## config.mk

```make
export PLATFORM = sky130hd
export DESIGN_NAME = pmem_arbiter
export DESIGN_NICKNAME = d
export VERILOG_FILES = /design/src/rtl/pmem_arbiter.sv
export SDC_FILE = /design/constraint.sdc
export NUM_CORES = 1
export LEC_CHECK = 0
export BUFFER_PORTS_ARGS = -buffer_cell sky130_fd_sc_hd__buf_4
export CORE_AREA = 5 5 271 273
export DETAILED_ROUTE_END_ITERATION = 12
export DIE_AREA = 0 0 276 278
export SETUP_SLACK_MARGIN = 0.05
export SLEW_MARGIN = 20
export SYNTH_ARGS = -nofsm -noshare
export SYNTH_HDL_FRONTEND = slang
export SYNTH_SLANG_ARGS = --single-unit
```

## constraint.sdc

```tcl
create_clock -name clk -period 2.8 [get_ports clk]
set_input_delay 0.56 -clock clk [delete_from_list [all_inputs] [get_ports clk]]
set_output_delay 0.56 -clock clk [all_outputs]
set_load 0.01 [all_outputs]
```

## src/rtl/pmem_arbiter.sv

```systemverilog
// ---------------------------------------------------------------------------
// pmem_arbiter
//   Shares one physical-memory port between the I-cache miss path and the
//   D-cache miss/writeback path. One line transaction is in flight at a time.
//   The returned line is captured in a buffer, and a one-cycle completion
//   pulse is steered back to the requester that won.
//
//   Optional feature macro: PMEM_ARB_RR_EN
//     defined   : round-robin when I and D request in the same cycle
//                 (the side that was not granted last wins)
//     undefined : fixed priority, D always beats I (a D miss stalls the
//                 whole pipeline)
//
// Ports
//   clk, reset_n                 clock, asynchronous active-low reset
//   i_pmem_read/address          I-cache line read request (level)
//   i_pmem_resp/rdata            I-cache completion pulse and line
//   d_pmem_read/write/address    D-cache read / writeback request (level)
//   d_pmem_wdata                 D-cache writeback line
//   d_pmem_resp/rdata            D-cache completion pulse and line
//   pmem_read/write/address/     registered physical memory request
//   pmem_wdata
//   pmem_resp/rdata              physical memory completion and read line
// ---------------------------------------------------------------------------
module pmem_arbiter #(
  parameter int ADDR_W = 16,
  parameter int LINE_W = 128
) (
  input  logic              clk,
  input  logic              reset_n,
  input  logic              i_pmem_read,
  input  logic [ADDR_W-1:0] i_pmem_address,
  output logic              i_pmem_resp,
  output logic [LINE_W-1:0] i_pmem_rdata,
  input  logic              d_pmem_read,
  input  logic              d_pmem_write,
  input  logic [ADDR_W-1:0] d_pmem_address,
  input  logic [LINE_W-1:0] d_pmem_wdata,
  output logic              d_pmem_resp,
  output logic [LINE_W-1:0] d_pmem_rdata,
  output logic              pmem_read,
  output logic              pmem_write,
  output logic [ADDR_W-1:0] pmem_address,
  output logic [LINE_W-1:0] pmem_wdata,
  input  logic              pmem_resp,
  input  logic [LINE_W-1:0] pmem_rdata
);

  typedef enum logic [2:0] {
    ST_IDLE,
    ST_BUSY_I,
    ST_BUSY_D,
    ST_RESP_I,
    ST_RESP_D,
    ST_GAP
  } state_t;

  state_t              state_q, state_d;
  logic                rd_q, rd_d;
  logic                wr_q, wr_d;
  logic [ADDR_W-1:0]   addr_q, addr_d;
  logic [LINE_W-1:0]   wdata_q, wdata_d;
  logic [LINE_W-1:0]   line_q, line_d;
  logic                d_req;
  logic                grant_i;
  logic                grant_d;
`ifdef PMEM_ARB_RR_EN
  // 1 = D was granted last, 0 = I was granted last (reset value: I)
  logic                last_d_q, last_d_d;
`endif

  assign d_req = d_pmem_read | d_pmem_write;

  // Grant decision, only meaningful in IDLE
  always_comb begin
    grant_i = 1'b0;
    grant_d = 1'b0;
    if (state_q == ST_IDLE) begin
`ifdef PMEM_ARB_RR_EN
      if (d_req && i_pmem_read) begin
        if (last_d_q) grant_i = 1'b1;
        else          grant_d = 1'b1;
      end else if (d_req) begin
        grant_d = 1'b1;
      end else if (i_pmem_read) begin
        grant_i = 1'b1;
      end
`else
      if (d_req)            grant_d = 1'b1;
      else if (i_pmem_read) grant_i = 1'b1;
`endif
    end
  end

  // Next-state and register updates
  always_comb begin
    state_d = state_q;
    rd_d    = rd_q;
    wr_d    = wr_q;
    addr_d  = addr_q;
    wdata_d = wdata_q;
    line_d  = line_q;
`ifdef PMEM_ARB_RR_EN
    last_d_d = last_d_q;
`endif
    case (state_q)
      ST_IDLE: begin
        if (grant_d) begin
          state_d = ST_BUSY_D;
          // Simultaneous read+write from D is illegal; the write wins.
          wr_d    = d_pmem_write;
          rd_d    = ~d_pmem_write;
          addr_d  = d_pmem_address;
          wdata_d = d_pmem_wdata;
`ifdef PMEM_ARB_RR_EN
          last_d_d = 1'b1;
`endif
        end else if (grant_i) begin
          state_d = ST_BUSY_I;
          rd_d    = 1'b1;
          wr_d    = 1'b0;
          addr_d  = i_pmem_address;
          wdata_d = '0;
`ifdef PMEM_ARB_RR_EN
          last_d_d = 1'b0;
`endif
        end
      end
      ST_BUSY_I, ST_BUSY_D: begin
        // No abort: the transaction runs to completion even if the
        // requester has dropped its request meanwhile.
        if (pmem_resp) begin
          line_d  = pmem_rdata;
          rd_d    = 1'b0;
          wr_d    = 1'b0;
          state_d = (state_q == ST_BUSY_I) ? ST_RESP_I : ST_RESP_D;
        end
      end
      ST_RESP_I, ST_RESP_D: state_d = ST_GAP;
      // One dead cycle so the served requester can deassert before the
      // next sampling point.
      ST_GAP:               state_d = ST_IDLE;
      default:              state_d = ST_IDLE;
    endcase
  end

  always_ff @(posedge clk or negedge reset_n) begin
    if (!reset_n) begin
      state_q <= ST_IDLE;
      rd_q    <= 1'b0;
      wr_q    <= 1'b0;
      addr_q  <= '0;
      wdata_q <= '0;
      line_q  <= '0;
`ifdef PMEM_ARB_RR_EN
      last_d_q <= 1'b0;
`endif
    end else begin
      state_q <= state_d;
      rd_q    <= rd_d;
      wr_q    <= wr_d;
      addr_q  <= addr_d;
      wdata_q <= wdata_d;
      line_q  <= line_d;
`ifdef PMEM_ARB_RR_EN
      last_d_q <= last_d_d;
`endif
    end
  end

  assign pmem_read    = rd_q;
  assign pmem_write   = wr_q;
  assign pmem_address = addr_q;
  assign pmem_wdata   = wdata_q;
  assign i_pmem_resp  = (state_q == ST_RESP_I);
  assign d_pmem_resp  = (state_q == ST_RESP_D);
  assign i_pmem_rdata = line_q;
  assign d_pmem_rdata = line_q;

endmodule
```

==> key figures, run 1 <==
Route
  • Drt total wl: 41150 um
  • Wirelength per Cell: 17.52 um
  • Residual DRC count: 0
  • Initial DRC Count: about 280
  • ANT nets after route: 0
  • Vias: slightly below 9000
  • Drt first pass iters: 5
  • DR vias/cell: 3.702

STA
  • Least-Margin Pin Slew: 1.080 ns
  • Final TNS setup: 0 ns
  • Unrepaired setup endpoints after global routing: no
  • Final Slew Violations: 0
  • Tcrit/Tclk final: 80.71%
  • Final setup violation count: 0
  • Final Hold Vio Count: 0
  • Final min period: 2.260 ns
  • Layout Skew: 0.02793 ns
  • Max Fclk: 0.4425 GHz
  • Slew margin rel.: between 20 and 30%
  • Fin worst setup slack: approximately 0.54 ns

Yosys
  • Syn Nets: 1084
  • Synth area leaders: dfrtp_1, mux2_2, a22o_1
  • Number of synthesized register bits: between 200 and 300
  • Async S/R FF share, synth: between 90% and 100%
  • Post-synth EDFFs: 0
  • Synth top area share: 60.97%
  • Post-synth top area cell: dfrtp_1
  • Post-Synthesis Cell Area: between 10000 and 15000 um^2
  • Post-synth top flop: dfrtp_1
  • Cells after Synth: 790
  • Yosys cell types: 31
  • Sequential cell area fraction in the yosys report: between 60% and 70%
  • Warnings, synthesis: 0
  • Synthesized area per cell: 14.39 um^2

Worst setup path
  • Critical-path maximum fanout: 13
  • Worst Setup Path Type: reg2out
  • CP Launch Type: register
  • Reg2Reg Depth: 4
  • Critical Path RT: 2.24 ns
  • CP max-delay cell: dfrtp_1
  • Critical R2R Capture: pmem_wdata[38]$_DFFE_PN0P_
  • Critical path endpoint category: primary output
  • CP peak stage delay: around 0.55 ns
  • Worst Path Arrival: 1.70 ns
  • Reg2Reg Setup Slack: 0.61 ns
  • Crit-path cells: nor3b_1, buf_4
  • Worst r2r src: state_q[0]$_DFFE_PN0P_

Floorplan
  • Row cnt: 98
  • Core ar.: ~71000 um^2
  • Io pins: between 600 and 700
  • Die extent in y: 278 um
  • Width of the die: 276 um
  • Die area: 76730 um^2
  • Starting Density: 16.04%

Clock network
  • Clk slew on worst S/H paths: 0.07 ns
  • CTS Hold Bufs: 1
  • Worst skew pair latency: 0.57 ns
  • CTS Root Cell: clkbuf_16
  • CTS Buf Count: 31
  • TritonCTS clock tree: yes
  • Setup bufs post-CTS: 0
  • Clk sink count: 277
  • CTS Buffer Depth: 3
  • Htree depth: 1
  • Resized cells post-CTS: 0

Global route
  • Largest net degree at the start of global routing: 81
  • Gr usage total: about a tenth
  • Initial antenna violation count: 6
  • Grt ovf: 0
  • First-pass GRT wire length: 60340 um
  • Via count of the first global-routing pass: 9392

Placed design
  • DP HPWL: 32750 um
  • Post-Place Worst Slack: 0.4967 ns
  • Final Wtd Congestion: 0.8216
  • IO Port Bufs: 697

Power
  • Maximum vdd ir drop: around 600 uV
  • Net Sw Frac: a little over a third
  • Int Power: ~15 mW
  • Proportion of power drawn by combinational gates: approximately 48%
  • Sequential power share: 33.7%
  • Clock share of power: 18.7%
  • Psw: 8.031 mW
  • Static leakage: between 8 and 9 nW
  • Pwr per Cell Area: 1269 nW/um^2

Finish
  • Syn-to-layout area delta: 57.59%
  • Core Util, Final: 25.28%
  • Final layout net count: 1670
  • Layout cells sized above 1: between 60% and 70%
  • # fillers: between 7000 and 8000

Hold path
  • Hold Path Class: in2reg
  • Hold path depth: 2
  • Hold_sp: d_pmem_wdata[57]
  • Hold worst-path end: pmem_wdata[57]$_DFFE_PN0P_

Run
  • Max Cap Violations: 0

Outcome
  • Status: completed
-- cells in the mapped netlist (5+ instances only) --
master     instances
clkbuf_1          13
buf_2              8
buf_4            144
buf_6             14
nor2_1             5
o21ai_0           25
o2bb2ai_1          5
a22o_1           128
dfrtp_1          277
a22oi_1            6
mux2i_1           14
mux2_2           128
-- metrics by stage --
step	hold WS [ns]	total power, mW	instance area, um^2	std cells
after floorplan	0.2644	13.69	11370	790
after global placement	0.4792	18.55	16840	2292
after detailed placement	0.4900	18.75	16840	2292
after CTS	0.1320	23.16	17910	2348
after global routing	0.1473	24.12	17910	2348
final	0.1984	22.74	17920	2349
-- kinds of logic after synthesis --
group                     share of synthesized area [%]
AOI/OAI and AO/OA                                 12.23
xor gates and xnor gates                        0.07706
DFF                                               60.97
muxes                                             13.91
buffers and inverters                             11.71
and+or+nand+nor                                   1.101
-- power by group through the flow --
stage               Sequential [mW]  Clock, mW  Combinational, mW
floorplan                      8.12          0               5.57
global placement               7.65          0               10.9
detailed placement             7.67          0               11.1
CTS                            7.68       4.45               11.0
global route                   7.91       4.60               11.6
finish                         7.65       4.25               10.8
-- worst max-delay path by stage --
stage	startpoint	end	slack, ns	cells past startpoint
5_1_grt	state_q[0]$_DFFE_PN0P_	d_pmem_resp	0.38	2
3_3_place_gp	d_pmem_read	pmem_wdata[15]$_DFFE_PN0P_	0.57	5
3_5_place_dp	d_pmem_read	pmem_wdata[43]$_DFFE_PN0P_	0.50	5
6_report	state_q[0]$_DFFE_PN0P_	d_pmem_resp	0.54	2
4_1_cts	state_q[0]$_DFFE_PN0P_	d_pmem_resp	0.45	2
2_1_floorplan	d_pmem_read	pmem_wdata[71]$_DFFE_PN0P_	1.10	6
-- area by class of cell --
class | instances | area (um^2) | share of cell area, %
Clock buffer | 34 | 797.0 | 4.449
Clock inverter | 21 | 270.3 | 1.508
Inverter | 1 | 3.754 | 0.02095
Sequential cell | 277 | 6932 | 38.69
Timing Repair Buffer | 732 | 5605 | 31.29
Tap cell | 950 | 1189 | 6.635
Antenna cell | 1 | 2.502 | 0.01397
Multi-Input combinational cell | 333 | 3117 | 17.40
-- worst max-delay path: cells and delay by family, from the launching register on --
kind / cells / cell delay (ns)
buf+inv: 1 / 0.23
simple gates: 1 / 0.36
flops: 1 / 0.55
-- cells in the final DEF (no fill, tap or decap), types with 2 or more instances in the layout --
cell type,Yosys,routed
dfrtp_1,277,277
clkbuf_1,13,2
clkbuf_16,0,31
bufinv_16,0,6
nor2_1,5,5
clkinv_2,0,10
nor2b_1,2,2
nor3b_1,2,2
mux2i_1,14,14
o21ai_0,25,25
buf_12,0,8
o2bb2ai_1,5,5
buf_4,144,722
a22oi_1,6,6
clkinvlp_4,0,3
a22o_1,128,128
nor3_1,3,3
mux2_2,128,128
-- routing by layer --
metal | vias to the layer above | track usage [%] | wire, um
met5 | - | 0 | 20
met4 | 2 | 3.547 | 1456
met3 | 74 | 3.053 | 3463
met2 | 475 | 17.93 | 21030
met1 | 4256 | 11.04 | 15180
li1 | 3889 | - | -
-- sequential cells by signal, indices dropped and copies added, names as in the netlist --
name and flops:
d_pmem_rdata 128, pmem_wdata 128, pmem_write 1, state_q 3, pmem_address 16, pmem_read 1
Note: power is estimated with default switching activity, not from simulation.
==> inputs of run 2 (changes only) <==
--- a/config.mk
+++ b/config.mk
@@ -6,9 +6,9 @@
 export NUM_CORES = 1
 export LEC_CHECK = 0
 export BUFFER_PORTS_ARGS = -buffer_cell sky130_fd_sc_hd__buf_4
-export CORE_AREA = 5 5 271 273
+export CORE_AREA = 5 5 267 269
 export DETAILED_ROUTE_END_ITERATION = 12
-export DIE_AREA = 0 0 276 278
+export DIE_AREA = 0 0 272 274
 export SETUP_SLACK_MARGIN = 0.05
 export SLEW_MARGIN = 20
 export SYNTH_ARGS = -nofsm -noshare
==> constraint.sdc (replaced) <==
create_clock -name clk -period 2.2 [get_ports clk]
set_input_delay 0.44 -clock clk [delete_from_list [all_inputs] [get_ports clk]]
set_output_delay 0.44 -clock clk [all_outputs]
set_load 0.01 [all_outputs]
==> run 2 against run 1 <==
Compared with the run above:
- combinational power rose by 31%
- wire length rose by 0.67%
- first-iteration DRC count is 18% lower
- sequential power grew 28%
- critical path depth grew 1
- via count increased by 1.4%
- final area is essentially flat
- die area is 2.9% lower
- clock power increased by 12%
- largest power group unchanged
- highest routed layer unchanged
==> key figures, run 2 (synthesized netlist as in run 1, its figures left out) <==
Clock network
  • CTS Buf Count: 30
  • Clk slew on worst S/H paths: 0.06 ns
  • CTS Root Cell: clkbuf_16
  • Setup bufs post-CTS: 0
  • CTS Buffer Depth: 3
  • TritonCTS clock tree: yes
  • Htree depth: 1
  • Clk sink count: 277
  • Worst skew pair latency: 0.56 ns

Hold path
  • Hold Path Class: in2reg

STA
  • Final TNS setup: 0 ns
  • Unrepaired setup endpoints after global routing: no
  • Max Fclk: a little under 0.5 GHz
  • Final min period: between 2 and 2.5 ns
  • Final Slew Violations: 0
  • Final Hold Vio Count: 0
  • Least-Margin Pin Slew: about 0.65 ns
  • Layout Skew: between 0.01 and 0.015 ns
  • Hold Slack: 0.08519 ns
  • Final setup violation count: 0
  • Slew margin rel.: 56.58%
  • Tcrit/Tclk final: around 93%

Power
  • Maximum vdd ir drop: 668.3 uV
  • Pwr per Cell Area: around 1600 nW/um^2
  • Static leakage: 8.678 nW

Route
  • Drt total wl: 41420 um
  • Initial DRC Count: between 200 and 250
  • Drt first pass iters: 4
  • Vias: 8821
  • ANT nets after route: 0
  • Wirelength per Cell: 17.97 um
  • Residual DRC count: 0
  • DR vias/cell: 3.827

Global route
  • GR Util met3: under 10%
  • Via count of the first global-routing pass: ~9600
  • Initial antenna violation count: 6
  • Grt ovf: 0
  • Global Route met2 Usage: between 10% and 20%
  • Largest net degree at the start of global routing: 72
  • Gr usage total: 10.25%
  • First-pass GRT wire length: 60150 um
  • Met1 usage: 11.26%
  • Busiest grt layer: met2

Placed design
  • Cell Area, Placed: around 17000 um^2
  • Final Wtd Congestion: around 0.82
  • DP HPWL: around 33000 um
  • IO Port Bufs: 697

Finish
  • Final layout net count: 1698
  • Layout cells sized above 1: 65.92%
  • Most common cell after layout, fill and taps aside: buf_4
  • # fillers: 7099
  • Fin area: 17920 um^2
  • Most frequent cells in the layout: buf_4, dfrtp_1, a22o_1, mux2_2, clkbuf_16
  • Syn-to-layout area delta: 57.64%

Floorplan
  • Core ar.: 68350 um^2
  • Row cnt: 96
  • Width of the die: roughly 270 um
  • Die extent in y: 274 um
  • Io pins: roughly 700
  • Starting Density: 16.63%
  • Die area: 74530 um^2

Worst setup path
  • Worst Setup Path Type: reg2out
  • CP peak stage delay: 0.49 ns
  • CP Launch Type: register
  • Critical Path RT: 1.76 ns
  • Crit-path cells: nand2_1, nor2_2, buf_4
  • CP max-delay cell: dfrtp_1
  • Worst Path Arrival: ~1.6 ns
  • Critical-path maximum fanout: 8
  • Critical path endpoint category: primary output

Run
  • Max Cap Violations: 0

Outcome
  • Status: completed
==> run 2: cell types whose count changed in the layout (fill, tap and decap cells not counted), moves of 2 or more <==
cell | previous run | this run
clkbuf_8 | 1 | 4
diode_2 | 1 | 3
clkinvlp_4 | 3 | 1
clkinv_2 | 10 | 3
clkbuf_1 | 2 | 8
buf_4 | 722 | 750
bufinv_16 | 6 | 1
==> run 2: final timing paths <==
check / slack [ns] / depth (start not counted) / to / startpoint
worst max-delay path: 0.16 / 3 / i_pmem_resp / state_q[0]$_DFFE_PN0P_
worst min-delay path: 0.09 / 2 / pmem_wdata[92]$_DFFE_PN0P_ / d_pmem_wdata[92]
worst max register to register: 0.28 / 5 / d_pmem_rdata[26]$_DFFE_PN0P_ / state_q[1]$_DFFE_PN0P_
worst min register to register: 0.50 / 1 / pmem_address[11]$_DFFE_PN0P_ / pmem_address[11]$_DFFE_PN0P_
max in group asynchronous: 1.11 / 3 / d_pmem_rdata[74]$_DFFE_PN0P_ / reset_n
min in group asynchronous: 0.46 / 2 / pmem_wdata[120]$_DFFE_PN0P_ / reset_n
==> run 2: critical path, delay by kind of cell, from the launching register on <==
family                 cells  cell delay [ns]
and+or+nand+nor            2             0.36
buffers and inverters      1             0.18
DFF                        1             0.49
==> run 2: area by class of cell <==
cell class / instances / area [um^2] / share of cell area, %
clock buffer: 43 / 860.8 / 4.803
inverter: 1 / 3.754 / 0.02095
clock inverter: 5 / 52.55 / 0.2932
sequential: 277 / 6933 / 38.69
antenna: 3 / 7.507 / 0.04189
timing repair buffer: 761 / 5836 / 32.56
multi-input combinational: 333 / 3124 / 17.43
tap: 882 / 1104 / 6.158
==> run 2: where the power goes <==
group	internal [mW]	total [mW]	switching, mW
Combinational	7.98	14.1	6.10
Clock	2.79	4.75	1.97
Sequential	7.66	9.83	2.17
==> run 2: per-layer routing <==
layer / share of wire [%] / vias to the layer above
li1: - / 3944
met1: 36 / 4334
met2: 50 / 470
met3: 9.5 / 71
met4: 3.6 / 2
met5: 0.027 / -
==> run 2: timing repair <==
item	CTS	global route
hold endpoints to repair	47	0
hold buffers	1	0
cloned	0	0
endpoints found under the setup margin	2	1
gates resized for setup	2	1
==> run 2: through the flow <==
stage / std cells / utilization [%] / worst slack (ns) / total power [mW]
after floorplan: 790 / - / 0.6216 / 17.42
after global placement: 2253 / 24.85 / 0.3132 / 23.93
after detailed placement: 2253 / 24.85 / 0.2971 / 24.21
after CTS: 2302 / 26.20 / 0.05194 / 29.11
after global routing: 2305 / 26.22 / 0.05011 / 30.36
final: 2305 / 26.22 / 0.1608 / 28.66
==> inputs of run 3 (changes only) <==
--- a/config.mk
+++ b/config.mk
@@ -5,10 +5,11 @@
 export SDC_FILE = /design/constraint.sdc
 export NUM_CORES = 1
 export LEC_CHECK = 0
+export ABC_AREA = 1
 export BUFFER_PORTS_ARGS = -buffer_cell sky130_fd_sc_hd__buf_4
-export CORE_AREA = 5 5 267 269
+export CORE_AREA = 5 5 271 273
 export DETAILED_ROUTE_END_ITERATION = 12
-export DIE_AREA = 0 0 272 274
+export DIE_AREA = 0 0 276 278
 export SETUP_SLACK_MARGIN = 0.05
 export SLEW_MARGIN = 20
 export SYNTH_ARGS = -nofsm -noshare
==> run 3 against run 2 <==
Compared with the run above:
- sequential share of layout area down 0.93 points
- global-route usage up 0.31 points
- first-iteration DRC count up 59%
- flip-flop and latch count unchanged
- fmax up 0.75%
- wire length up 5.5%
- register-to-register slack better by 0.14 ns
- synthesized cell count up 75%
- critical path depth up 1
- count of clock-buffer cells in the layout up 5
- critical path type unchanged
==> key figures, run 3 <==
Yosys
  • Sequential cell area fraction in the yosys report: between 50% and 60%
  • Warnings, synthesis: 0
  • Async S/R FF share, synth: 100.0%
  • Post-synth EDFFs: 0
  • Most common cell in the netlist: nand2_1
  • Post-synth top area cell: dfrtp_1
  • Post-synth top flop: dfrtp_1
  • Syn Nets: 1678
  • Number of synthesized register bits: 277
  • Synth area leaders: dfrtp_1, nand2_1, buf_4
  • Post-Synthesis Cell Area: 11990 um^2
  • Cells after Synth: between 1000 and 1500
  • Commonest cells post-synth: nand2_1, dfrtp_1, inv_1
  • Synthesized area per cell: 8.664 um^2
  • Synth top area share: 57.80%
  • Yosys cell types: 18

Route
  • Drt total wl: 43690 um
  • DR vias/cell: 3.602
  • Wirelength per Cell: 14.93 um
  • ANT nets after route: 0
  • Initial DRC Count: approximately 360
  • Drt first pass iters: 4
  • Vias: 10540
  • Residual DRC count: 0

Clock network
  • Clk sink count: 277
  • TritonCTS clock tree: yes
  • Setup bufs post-CTS: 0
  • CTS Buffer Depth: 3
  • Clk slew on worst S/H paths: 0.06 ns
  • CTS Root Cell: clkbuf_16
  • Worst skew pair latency: a little under 0.6 ns
  • CTS Buf Count: 31
  • Htree depth: 1

Floorplan
  • Starting Density: ~17%
  • Core ar.: 70870 um^2
  • Die area: 76730 um^2
  • Die extent in y: 278 um
  • Row cnt: 98
  • Io pins: 698
  • Width of the die: 276 um

Worst setup path
  • Setup crit start: state_q[1]$_DFFE_PN0P_
  • Critical Path RT: between 1.5 and 2 ns
  • Critical path endpoint category: primary output
  • Worst r2r src: state_q[2]$_DFFE_PN0P_
  • Critical-path maximum fanout: 5
  • Worst Setup Path Type: reg2out
  • CP Launch Type: register
  • Worst Path Arrival: between 1.5 and 2 ns
  • Reg2Reg Depth: 7

STA
  • Final setup violation count: 0
  • Final TNS setup: 0 ns
  • Tcrit/Tclk final: between 90 and 100%
  • Final min period: 2.024 ns
  • Final Hold Vio Count: 0
  • Layout Skew: 0.02258 ns
  • Least-Margin Pin Slew: 0.5755 ns
  • Unrepaired setup endpoints after global routing: no
  • Max Fclk: 0.4940 GHz
  • Final Slew Violations: 0
  • Slew margin rel.: about three fifths

Finish
  • Fin area: 18370 um^2
  • Most common cell after layout, fill and taps aside: buf_4
  • Final layout net count: 2251
  • Filler-free cell count of the finished design: 2926
  • Layout cells sized above 1: between 30% and 40%
  • Most frequent cells in the layout: buf_4, nand2_1, dfrtp_1
  • Syn-to-layout area delta: 53.15%

Power
  • Maximum vdd ir drop: roughly 590 uV
  • Proportion of power drawn by combinational gates: about 47%
  • Pwr per Cell Area: around 1500 nW/um^2
  • Static leakage: 10.26 nW
  • Power, Total: 27.40 mW
  • Psw: 10.81 mW
  • Clock share of power: 18.2%
  • Sequential power share: 34.7%
  • Int Power: between 15 and 20 mW
  • Net Sw Frac: around two fifths

Hold path
  • Hold Path Class: in2reg
  • Hold_sp: d_pmem_wdata[31]
  • Hold path depth: 3

Global route
  • GR Util met3: 2.877%
  • Global Route met2 Usage: ~18%
  • Gr usage total: 10.57%
  • First-pass GRT wire length: ~65000 um
  • Grt ovf: 0
  • Busiest grt layer: met2
  • Met1 usage: 13.21%
  • Largest net degree at the start of global routing: 91
  • Initial antenna violation count: 2
  • Via count of the first global-routing pass: 10575

Placed design
  • Final Wtd Congestion: 0.8164
  • DP HPWL: around 35000 um
  • IO Port Bufs: about 700
  • Dpl cells: 2873
  • Cell Area, Placed: 17390 um^2

Outcome
  • Status: completed

Run
  • Max Cap Violations: 0
-- run 3: changes by cell type in the layout (fill, tap and decap cells not counted), sizes merged, moves of 4 or more --
| cell | previous run | this run |
|---|---|---|
| nor3 | 4 | 0 |
| nand2 | 1 | 585 |
| nor2 | 6 | 11 |
| inv | 1 | 165 |
| buf | 760 | 727 |
| nand3 | 0 | 25 |
| a22oi | 6 | 0 |
| clkbuf | 43 | 48 |
| mux2i | 14 | 0 |
| a22o | 128 | 0 |
| mux2 | 128 | 0 |
| o21ai | 26 | 130 |
| o2bb2ai | 5 | 0 |
-- run 3: area by class of cell --
class / count / area, um^2
fillers: 7775 / 52510
flip-flops and latches: 277 / 6934
repair buffers: 728 / 5575
multi-input cells: 755 / 3093
well taps: 950 / 1189
clock buffers: 48 / 909.6
inverters: 164 / 618.1
clock inverters: 3 / 43.79
diodes: 1 / 2.502
-- run 3: layer usage --
| layer | vias up | share of wire, % |
|---|---|---|
| met5 | - | 0.030 |
| met4 | 2 | 2.6 |
| li1 | 5176 | - |
| met1 | 4887 | 41 |
| met3 | 62 | 7.5 |
| met2 | 413 | 48 |
-- run 3: worst paths after layout --
kind	end	slack (ns)
hold reg to reg	pmem_wdata[59]$_DFFE_PN0P_	0.47
max in group asynchronous	pmem_wdata[83]$_DFFE_PN0P_	1.13
hold / removal	pmem_wdata[31]$_DFFE_PN0P_	0.05
min in group asynchronous	pmem_address[11]$_DFFE_PN0P_	0.39
setup / recovery	d_pmem_resp	0.18
setup reg to reg	pmem_address[0]$_DFFE_PN0P_	0.42
-- run 3: critical path: stages (launching register included) --
cell	delay [ns]
dfrtp_2	0.45
inv_1	0.10
nand2_2	0.09
nor2_1	0.17
buf_4	0.18
-- run 3: metrics by stage --
| stage | util [%] | setup WS, ns | hold slack, ns |
|---|---|---|---|
| after global routing | 25.91 | 0.06658 | 0.03421 |
| after floorplan | - | 0.8266 | 0.1444 |
| final | 25.91 | 0.1759 | 0.04930 |
| after CTS | 25.91 | 0.09660 | 0.01169 |
| after global placement | 24.53 | 0.4726 | 0.4184 |
| after detailed placement | 24.53 | 0.4461 | 0.4207 |
-- run 3: kinds of logic (layout without fill, tap and decap cells) --
group                  count (synthesis)  in the layout  synth area share, %
flip-flops                           277            277                57.80
AO/OA/AOI/OAI                        132            132                5.509
buffers and inverters                352            943                16.56
AND/OR/NAND/NOR                      623            623                20.13
other                                  0              1                    0
-- run 3: what timing repair did --
| action | in CTS | in global routing |
|---|---|---|
| resized for setup | 4 | 1 |
| hold buffers | 1 | 0 |
| endpoints found under the hold margin | 37 | 0 |
| endpoints found under the setup margin | 1 | 1 |
-- run 3: power groups by stage --
| stage | sequential [mW] | clock, mW | combinational, mW |
|---|---|---|---|
| after floorplan | 10.2 | 0 | 6.22 |
| after global placement | 9.52 | 0 | 13.0 |
| after detailed placement | 9.53 | 0 | 13.2 |
| after CTS | 9.53 | 5.17 | 13.2 |
| after global routing | 9.84 | 5.37 | 14.2 |
| final | 9.51 | 4.99 | 12.9 |
